$ cat src/rtl/branch_pkg.sv
`default_nettype none
// ============================================================================
// Module  : branch_pkg
// Purpose : Shared types and helpers for the EX-stage branch resolver.
//           Provides the branch funct3 encodings, the 2-bit BHT counter type,
//           the resolver FSM states, the BHT reset value and the saturating
//           counter update.
// Ports   : none (package)
// Revision: 1.0 - initial release
// ============================================================================
package branch_pkg;

  typedef enum logic [2:0] {
    F3_BEQ  = 3'b000,
    F3_BNE  = 3'b001,
    F3_BLT  = 3'b100,
    F3_BGE  = 3'b101,
    F3_BLTU = 3'b110,
    F3_BGEU = 3'b111
  } funct3_e;

  typedef logic [1:0] bht_cnt_t;

  typedef enum logic [0:0] {
    IDLE  = 1'b0,
    FLUSH = 1'b1
  } br_state_e;

  // Weak not-taken: one taken outcome flips the prediction.
  localparam bht_cnt_t BHT_INIT = 2'b01;

  // Saturating 2-bit counter step toward the resolved outcome.
  function automatic bht_cnt_t bht_next(input bht_cnt_t cur, input logic taken);
    if (taken) begin
      return (cur == 2'b11) ? cur : cur + 2'd1;
    end
    return (cur == 2'b00) ? cur : cur - 2'd1;
  endfunction

endpackage
`default_nettype wire

$ cat src/rtl/bht_2bit.sv
`default_nettype none
// ============================================================================
// Module  : bht_2bit
// Purpose : Branch history table of 2-bit saturating counters.
//           Two asynchronous read ports (fetch lookup, EX read-modify-write)
//           and one synchronous write port. Synchronous reset loads every
//           entry with BHT_INIT. A read of an index being written in the same
//           cycle returns the old value.
// Ports   : clk, rst          - clock, synchronous active-high reset
//           rd_idx_a/rd_cnt_a - read port A (fetch prediction)
//           rd_idx_b/rd_cnt_b - read port B (EX current counter)
//           we/wr_idx/wr_cnt  - write port
// Revision: 1.0 - initial release
// ============================================================================
module bht_2bit
  import branch_pkg::*;
#(
  parameter int BHT_ENTRIES = 64,
  localparam int IW = $clog2(BHT_ENTRIES)
) (
  input  logic          clk,
  input  logic          rst,
  input  logic [IW-1:0] rd_idx_a,
  output bht_cnt_t      rd_cnt_a,
  input  logic [IW-1:0] rd_idx_b,
  output bht_cnt_t      rd_cnt_b,
  input  logic          we,
  input  logic [IW-1:0] wr_idx,
  input  bht_cnt_t      wr_cnt
);

  bht_cnt_t entries [BHT_ENTRIES];

  always_ff @(posedge clk) begin
    if (rst) begin
      for (int i = 0; i < BHT_ENTRIES; i++) begin
        entries[i] <= BHT_INIT;
      end
    end else if (we) begin
      entries[wr_idx] <= wr_cnt;
    end
  end

  assign rd_cnt_a = entries[rd_idx_a];
  assign rd_cnt_b = entries[rd_idx_b];

endmodule
`default_nettype wire

$ cat src/rtl/branch_resolve.sv
`default_nettype none
// ============================================================================
// Module  : branch_resolve
// Purpose : EX-stage branch resolution. Turns BrEq/BrLt and funct3 into a
//           taken decision, compares it with the fetch prediction, issues a
//           registered redirect and a multi-cycle IF/ID flush on mispredict,
//           and trains a 2-bit BHT that fetch reads for prediction.
// Config  : define BR_PERF_EN to add branch_cnt_o / mispred_cnt_o counters.
// Ports   : clk_i, rst_i        - clock, synchronous active-high reset
//           valid_i, stall_i    - EX instruction valid / EX stalled
//           is_branch_i         - conditional branch in EX
//           is_jump_i           - JAL/JALR in EX (always taken)
//           funct3_i            - branch condition select
//           BrEq_i, BrLt_i      - comparator results; BrUn_o selects unsigned
//           pc_i, target_i      - EX PC and computed target
//           pred_taken_i        - prediction made at fetch
//           redirect_o          - one-cycle pulse, fetch loads redirect_pc_o
//           redirect_pc_o       - corrected PC (held until next mispredict)
//           flush_o             - kill IF/ID contents
//           if_pc_i             - fetch PC for BHT lookup
//           if_pred_taken_o     - BHT prediction for if_pc_i
//           branch_cnt_o        - (BR_PERF_EN) resolved branches+jumps
//           mispred_cnt_o       - (BR_PERF_EN) mispredicts
// Revision: 1.0 - initial release
// ============================================================================
module branch_resolve
  import branch_pkg::*;
#(
  parameter int XLEN         = 32,
  parameter int BHT_ENTRIES  = 64,
  parameter int FLUSH_CYCLES = 2
) (
  input  logic            clk_i,
  input  logic            rst_i,
  input  logic            valid_i,
  input  logic            stall_i,
  input  logic            is_branch_i,
  input  logic            is_jump_i,
  input  logic [2:0]      funct3_i,
  input  logic            BrEq_i,
  input  logic            BrLt_i,
  output logic            BrUn_o,
  input  logic [XLEN-1:0] pc_i,
  input  logic [XLEN-1:0] target_i,
  input  logic            pred_taken_i,
  output logic            redirect_o,
  output logic [XLEN-1:0] redirect_pc_o,
  output logic            flush_o,
  input  logic [XLEN-1:0] if_pc_i,
  output logic            if_pred_taken_o
`ifdef BR_PERF_EN
  ,
  output logic [31:0]     branch_cnt_o,
  output logic [31:0]     mispred_cnt_o
`endif
);

  localparam int IW = $clog2(BHT_ENTRIES);
  // Counter holds FLUSH_CYCLES-1 down to 0.
  localparam int CW = $clog2(FLUSH_CYCLES + 1);

  br_state_e         state;
  br_state_e         state_next;
  logic [CW-1:0]     cnt;
  logic [CW-1:0]     cnt_next;
  logic              redirect_q;
  logic [XLEN-1:0]   redirect_pc_q;

  logic              cond_taken;
  logic              f3_legal;
  logic              fire;
  logic              resolved_taken;
  logic              mispredict;
  logic              bht_we;
  bht_cnt_t          ex_cnt;
  bht_cnt_t          if_cnt;

  // Only the index bits of the fetch PC address the table.
  logic              unused_if_pc;
  assign unused_if_pc = ^{if_pc_i[XLEN-1:IW+2], if_pc_i[1:0]};

  // --------------------------------------------------------------------------
  // Condition decode
  // --------------------------------------------------------------------------
  assign BrUn_o = funct3_i[1];

  always_comb begin
    cond_taken = 1'b0;
    f3_legal   = 1'b1;
    case (funct3_i)
      F3_BEQ:          cond_taken = BrEq_i;
      F3_BNE:          cond_taken = ~BrEq_i;
      F3_BLT, F3_BLTU: cond_taken = BrLt_i;
      F3_BGE, F3_BGEU: cond_taken = ~BrLt_i;
      default:         f3_legal   = 1'b0;
    endcase
  end

  // flush_o gates fire, so nothing in EX resolves while IF/ID is being killed
  // and a mispredict can never re-trigger the flush.
  assign fire           = valid_i & ~stall_i & ~flush_o;
  assign resolved_taken = is_jump_i | cond_taken;
  assign mispredict     = fire & ((is_branch_i & (cond_taken != pred_taken_i)) |
                                  (is_jump_i & ~pred_taken_i));
  assign bht_we         = fire & is_branch_i & f3_legal;

  // --------------------------------------------------------------------------
  // Flush FSM
  // --------------------------------------------------------------------------
  always_ff @(posedge clk_i) begin
    if (rst_i) begin
      state <= IDLE;
      cnt   <= '0;
    end else begin
      state <= state_next;
      cnt   <= cnt_next;
    end
  end

  always_comb begin
    state_next = state;
    cnt_next   = cnt;
    case (state)
      IDLE: begin
        if (mispredict) begin
          state_next = FLUSH;
          cnt_next   = CW'(FLUSH_CYCLES - 1);
        end
      end
      FLUSH: begin
        if (cnt == '0) begin
          state_next = IDLE;
        end else begin
          cnt_next = cnt - 1'b1;
        end
      end
      default: begin
        state_next = IDLE;
        cnt_next   = '0;
      end
    endcase
  end

  always_comb begin
    flush_o = (state == FLUSH);
  end

  // --------------------------------------------------------------------------
  // Redirect registers: pulse on the FSM's first FLUSH cycle, PC held after.
  // --------------------------------------------------------------------------
  always_ff @(posedge clk_i) begin
    if (rst_i) begin
      redirect_q    <= 1'b0;
      redirect_pc_q <= '0;
    end else begin
      redirect_q <= mispredict;
      if (mispredict) begin
        redirect_pc_q <= resolved_taken ? target_i : pc_i + XLEN'(4);
      end
    end
  end

  assign redirect_o    = redirect_q;
  assign redirect_pc_o = redirect_pc_q;

  // --------------------------------------------------------------------------
  // Branch history table
  // --------------------------------------------------------------------------
  bht_2bit #(
    .BHT_ENTRIES (BHT_ENTRIES)
  ) u_bht (
    .clk      (clk_i),
    .rst      (rst_i),
    .rd_idx_a (if_pc_i[IW+1:2]),
    .rd_cnt_a (if_cnt),
    .rd_idx_b (pc_i[IW+1:2]),
    .rd_cnt_b (ex_cnt),
    .we       (bht_we),
    .wr_idx   (pc_i[IW+1:2]),
    .wr_cnt   (bht_next(ex_cnt, cond_taken))
  );

  assign if_pred_taken_o = if_cnt[1];

  // --------------------------------------------------------------------------
  // Optional performance counters
  // --------------------------------------------------------------------------
`ifdef BR_PERF_EN
  always_ff @(posedge clk_i) begin
    if (rst_i) begin
      branch_cnt_o  <= '0;
      mispred_cnt_o <= '0;
    end else begin
      if (fire & (is_branch_i | is_jump_i)) begin
        branch_cnt_o <= branch_cnt_o + 32'd1;
      end
      if (mispredict) begin
        mispred_cnt_o <= mispred_cnt_o + 32'd1;
      end
    end
  end
`endif

endmodule
`default_nettype wire

$ cat config.mk
export PLATFORM = sky130hd
export DESIGN_NAME = branch_resolve
export DESIGN_NICKNAME = d
export VERILOG_FILES = /design/src/rtl/branch_pkg.sv /design/src/rtl/bht_2bit.sv /design/src/rtl/branch_resolve.sv
export SDC_FILE = /design/constraint.sdc
export NUM_CORES = 1
export LEC_CHECK = 0
export ABC_CLOCK_PERIOD_IN_PS = 3300
export CAP_MARGIN = 20
export CORE_UTILIZATION = 50
export DETAILED_ROUTE_END_ITERATION = 6
export PLACE_DENSITY = 0.84
export SLEW_MARGIN = 5
export SYNTH_ARGS = -nofsm -noshare
export SYNTH_HDL_FRONTEND = slang
export SYNTH_SLANG_ARGS = --single-unit
$ cat constraint.sdc
create_clock -name clk_i -period 3.3 [get_ports clk_i]
set_input_delay 0.33 -clock clk_i [delete_from_list [all_inputs] [get_ports clk_i]]
set_output_delay 0.33 -clock clk_i [all_outputs]
set_load 0.02 [all_outputs]
== Yosys cells after proc, flatten, opt, wreduce, memory -nomap -nowiden ==
Memories as Yosys holds them, arrays and structs flattened.
Index checks and enable logic that the tools add are counted.

* Input port bits: 108
* RAM bits: 128
* Register bits: 36
* Latch bits: 0
* Memories: 1
* Logic and storage cells: 62
* Output and inout port bits: 36
* Bits in read-only memories: 0

{| class="wikitable"
|+ Memories
! memory !! words !! bits a word !! rd ports !! clocked after Yosys merged registers in !! write ports !! line !! RTL
|-
| u_bht.entries || 64 || 2 || 2 || 0 || 64 || bht_2bit.sv:32 || <nowiki>bht_cnt_t entries [BHT_ENTRIES];</nowiki>
|}

* Add/sub/neg operators: 4
* Eq/ne operators: 9
* Shift operators: 0
* $mul: 0
* Bitwise gates (word level): 14
* Order comparisons: 0
* Reduce and logical (&&, ||, !) cells: 8
* Mux-type cells: 22
* Divide/modulo/power cells: 0

{| class="wikitable"
|+ Operators by type and width
! kind !! count
|-
| 32-bit by 3-bit adder with 32-bit output (second input constant) || 1
|-
| 32-bit 2-to-1 mux || 1
|-
| 2-bit 2-to-1 mux || 7
|-
| 3-bit equality test (second input constant) || 4
|-
| 1-bit 2-to-1 mux || 10
|-
| 1-bit bitwise AND || 7
|-
| 6-bit 2-to-1 mux || 1
|-
| 2-bit OR reduction || 3
|-
| 6-bit OR reduction || 1
|-
| 1-bit inverter || 5
|-
| 2-bit zero test || 2
|-
| 2-bit != test (second input constant) || 2
|-
| 1-bit one-hot mux with 4 select lines || 1
|-
| 2-bit one-hot mux with 2 select lines || 1
|-
| 2-bit by 1-bit subtractor with 2-bit output (second input constant) || 2
|-
| 3-bit by 1-bit equality test with 1-bit output (second input constant) || 1
|-
| 3-bit zero test || 1
|-
| 2-bit by 1-bit adder with 2-bit output (second input constant) || 1
|-
| 2-bit equality test (second input constant) || 1
|-
| 1-bit bitwise OR || 2
|-
| 1-bit one-hot mux with 2 select lines || 1
|-
| 2-bit AND reduction || 1
|-
| 1-bit != test || 1
|}

== Logic depth before layout (Yosys ltp) ==
* Word-level depth: 10
* Mapped depth: 12
* Mapped depth without buffers: 8

== By module ==
A second synthesis with hierarchy kept.

* Cells, all modules: 885
* Area total of the unflattened synthesis: 9992.1 um^2

{| class="wikitable"
|+ Modules (own cells, without submodules)
! module !! cells each !! area an instance (um^2) !! times used
|-
| bht_2bit || 593 || 7718.7 || 1
|-
| branch_resolve || 292 || 2273.4 || 1
|}

== Least setup slack after synthesis ==
No wires, ideal clock.

* Kind: input port to output port
* Start point: input port if_pc_i[2]
* End point: output port if_pred_taken_o
* Slack: 0.582 ns
* Data arrival time: 2.388 ns
* Stages on the path: 6
* Data required time: 2.970 ns
* Buffers on the path: 2
* Cells stage by stage: clkbuf_1 > buf_2 > mux4_2 > mux4_2 > a211oi_1 > a21oi_1

* Word-level cells in the longest chain between the ends: 1

{| class="wikitable"
|+ Ends and longest elaborated chain
! item !! line !! RTL
|-
| start: declaration || branch_resolve.sv:49 || <nowiki>input logic [XLEN-1:0] if_pc_i,</nowiki>
|-
| memory 64 x 2 bit || -- ||
|-
| end: declaration || branch_resolve.sv:50 || <nowiki>output logic if_pred_taken_o</nowiki>
|}

No other way between the ends.

== Worst setup path after layout ==
Same ends and word-level chain as after synthesis.

==> results.sh <==
export IMPL_reg2reg_slack_ns=0.70
export IMPL_ys_top_cells_by_area="edfxtp_1, dfxtp_1, nor3_2"
export IMPL_vias=8333
export IMPL_r2r_end="u_bht.entries[49][1]$_SDFFCE_PN0P_"
export IMPL_start_util=0.517
export IMPL_critPathKind="in -> out"
export IMPL_rsz0062_at_grt="false"
export IMPL_grt_usage=0.298
export IMPL_min_path_type="in -> reg"
export IMPL_drv_slew=0
export IMPL_switching_share=0.262
export IMPL_crit_chain="clkdlybuf4s50_1 > buf_12 > mux4_2 > mux4_2 > nor2b_1 > a211oi_1 > a21oi_1 > dlygate4sd2_1"
export IMPL_final_setup_viol_count=0
export IMPL_critPathTopFamily="multiplexers"
export IMPL_rows=50
export IMPL_dr_pass1_iters=5
export IMPL_syn_inst=926
export IMPL_synthMuxAreaShare=0.0838
export IMPL_ff2ff_path_depth=8
export IMPL_cts_sinks=164
export IMPL_power_total_w=0.00525
export IMPL_worst_pin_slew_ns=1.04
export IMPL_finalClockSkew_ns=0.0158
export IMPL_htreeDepth=4
export IMPL_path_max_fanout=9
export IMPL_syn_nets=1036
export IMPL_power_leakage_nw=3.99
export IMPL_cts_tree="built"
export IMPL_post_cts_buffers=0
export IMPL_timing_rr_start="u_bht.entries[54][1]$_SDFFCE_PN0P_"
export IMPL_powerDensity_nw_per_um2=433
export IMPL_yosys_area_share_simple=0.232
export IMPL_crit_path_top_delay_cell="mux4_2"
export IMPL_synth_top_flop_cell="edfxtp_1"
export IMPL_synthXorXnorAreaFrac=0.0277
export IMPL_grt_antenna_before_repair=0
export IMPL_p_int_w=0.00387
export IMPL_grt_pass1_wl_mm=44.6
export IMPL_drive_gt1_frac=0.233
export IMPL_synth_adder_area_share=0.00485
export IMPL_min_from="rst_i"
export IMPL_min_period_ns=3.14
export IMPL_synth_compound_area_frac=0.130
export IMPL_combPwrFrac=0.175
export IMPL_clk_pin_slew_ns=0.06
export IMPL_critPathRequiredTime_ns=2.97
export IMPL_grt_max_degree=98
export IMPL_wl_per_cell_um=22.2
export IMPL_pwr_share_clk=0.385
export IMPL_grt_pass1_vias=8081
export IMPL_cts_buffers=17
export IMPL_ys_warn_count=0
export IMPL_maxCapViolCount=0
export IMPL_cts_buffer_depth=2
export IMPL_relSlewSlack=0.310
export IMPL_synth_distinct_cells=65
export IMPL_final_nets=1161
export IMPL_async_flop_share=0
export IMPL_status="completed"
export IMPL_worst_path_stages=8
export IMPL_cts_root_buf="clkbuf_16"
export IMPL_core_sq_um=19000
export IMPL_antennaDiodeCount=0
export IMPL_clock_latency_ns=0.44
export IMPL_viasPerCell=6.29
export IMPL_syn_area_sq_um=9800
export IMPL_io_buffers=117
export IMPL_finalHoldViolations=0
export IMPL_die_w_um=142
export IMPL_wirelength_mm=29.4
export IMPL_max_stage_delay_ns=0.51
export IMPL_place_congestion=0.966
export IMPL_yosysTopAreaCell="edfxtp_1"
export IMPL_ir_worst_vdd_mv=0.384
export IMPL_synth_avg_cell_area_sq_um=10.6
export IMPL_final_common_cell="edfxtp_1"
export IMPL_cp_end_kind="primary output"
export IMPL_yosysTopAreaCellShare=0.392
export IMPL_whs_ns=0.352
export IMPL_die_height_um=142
export IMPL_drt_initial_drc_count=834
export IMPL_synthToLayoutAreaGrowth_pct=23.7
export IMPL_synth_edf_count=128
export IMPL_die_area_sq_um=20200
export IMPL_most_common_layout_cells="edfxtp_1, clkdlybuf4s50_1, nand2_1"
export IMPL_dpl_hpwl_mm=20.9
export IMPL_crit_top_cell="mux4_2"
export IMPL_power_switching_w=0.00138
export IMPL_seqPwrFrac=0.439
export IMPL_fill_cells=1423
export IMPL_fmax_mhz=318
export IMPL_ys_ff_latch=164
export IMPL_drc=0
export IMPL_grt_ovfl_total=0
export IMPL_crit_buf_inv=3
export IMPL_io_pin_count=144
export IMPL_ys_seq_area_frac=0.466
export IMPL_setup_worst_path_start="if_pc_i[2]"
export IMPL_finalCritPeriodShare=0.953
export IMPL_synth_top_family_by_area="simple AND/OR/NAND/NOR gates"
export IMPL_cp_endpoint="if_pred_taken_o"
export IMPL_drt_antenna_violating_nets=0
export IMPL_crit_arrival_ns=2.81
export IMPL_critPathLaunchType="input pin"
==> state kept, by name, indices dropped and copies added, names as in the netlist <==
register       cells
cnt                2
flush_o            1
redirect_o         1
redirect_pc_o     32
u_bht.entries    128
==> stage by stage <==
stage	area, sq um	TNS [ns]	setup WS, ns	utilization	instances
2_1_floorplan	9800	0	0.582	-	926
3_3_place_gp	11500	-0.00777	-0.00777	0.607	1292
3_5_place_dp	11500	-0.0186	-0.0186	0.607	1292
4_1_cts	12100	0	0.174	0.639	1324
5_1_grt	12100	0	0.142	0.639	1324
6_report	12100	0	0.156	0.639	1324
==> power by group through the flow <==
| stage | clock network, W | registers, W | logic [W] |
|---|---|---|---|
| after floorplan | 0 | 0.00236 | 0.000544 |
| after global placement | 0 | 0.00235 | 0.000893 |
| after detailed placement | 0 | 0.00235 | 0.000906 |
| after CTS | 0.00204 | 0.00230 | 0.000911 |
| after global routing | 0.00211 | 0.00231 | 0.000973 |
| final | 0.00202 | 0.00231 | 0.000920 |
==> layout make-up <==
class / count / area [sq um] / share of cell area
clock buffers: 27 / 579 / 0.0478
clock inverters: 5 / 28.8 / 0.00237
inverters: 9 / 33.8 / 0.00279
multi-input cells: 656 / 4690 / 0.387
flip-flops and latches: 164 / 4560 / 0.377
well taps: 260 / 325 / 0.0268
repair buffers: 203 / 1900 / 0.156
==> how the worst min path moves through the flow <==
stage	end	slack, ns	depth (start not counted)
5_1_grt	redirect_pc_o[29]$_SDFFE_PP0P_	0.37	5
2_1_floorplan	cnt[1]$_SDFFE_PP0P_	0.46	2
3_3_place_gp	redirect_pc_o[8]$_SDFFE_PP0P_	0.44	2
3_5_place_dp	redirect_pc_o[27]$_SDFFE_PP0P_	0.45	2
4_1_cts	redirect_pc_o[29]$_SDFFE_PP0P_	0.35	5
6_report	redirect_pc_o[29]$_SDFFE_PP0P_	0.35	5
==> kinds of logic (layout without fill, tap and decap cells) <==
kind of cell | after synthesis | after routing
AND/OR/NAND/NOR | 387 | 387
buffers and inverters | 106 | 244
AO/OA/AOI/OAI | 179 | 179
adder cells (fa/ha/maj) | 4 | 4
multiplexers | 55 | 55
XOR/XNOR | 31 | 31
flip-flops | 164 | 164
==> cell usage after synthesis (all sizes together), types with 9 or more instances <==
cell,instances
o22ai,12
nand2b,11
nand3,69
xor2,22
nand2,96
or3b,12
o21bai,19
a21oi,41
or2,22
o211ai,26
xnor2,9
a21o,27
nor3,68
and3,10
inv,9
mux2i,28
nor2,51
dfxtp,36
mux4,21
clkbuf,50
edfxtp,128
nand4,14
buf,47
==> worst register-to-register path: stages (launching register included) <==
cell      delay (ns)
edfxtp_1        0.45
mux2i_1         0.20
o22ai_1         0.11
o41ai_1         0.31
o221ai_1        0.22
nor4_2          0.38
maj3_4          0.41
buf_12          0.20
nor3_2          0.05
==> metal layers <==
| layer | track usage | share of wire | wire length [um] | vias up |
|---|---|---|---|---|
| met5 | 0 | 0 | 0 | - |
| met4 | 0.145 | 0.043 | 1260 | 0 |
| met3 | 0.0828 | 0.11 | 3180 | 107 |
| met2 | 0.465 | 0.46 | 13600 | 517 |
| met1 | 0.381 | 0.39 | 11400 | 4001 |
| li1 | - | - | - | 3708 |
==> what timing repair did <==
item                                    4_1_cts  5_1_grt
hold buffers                                  0        0
endpoints found under the setup margin        1        0
resized for setup                             1        0
No activity file was read; power rests on OpenSTA's default activity.
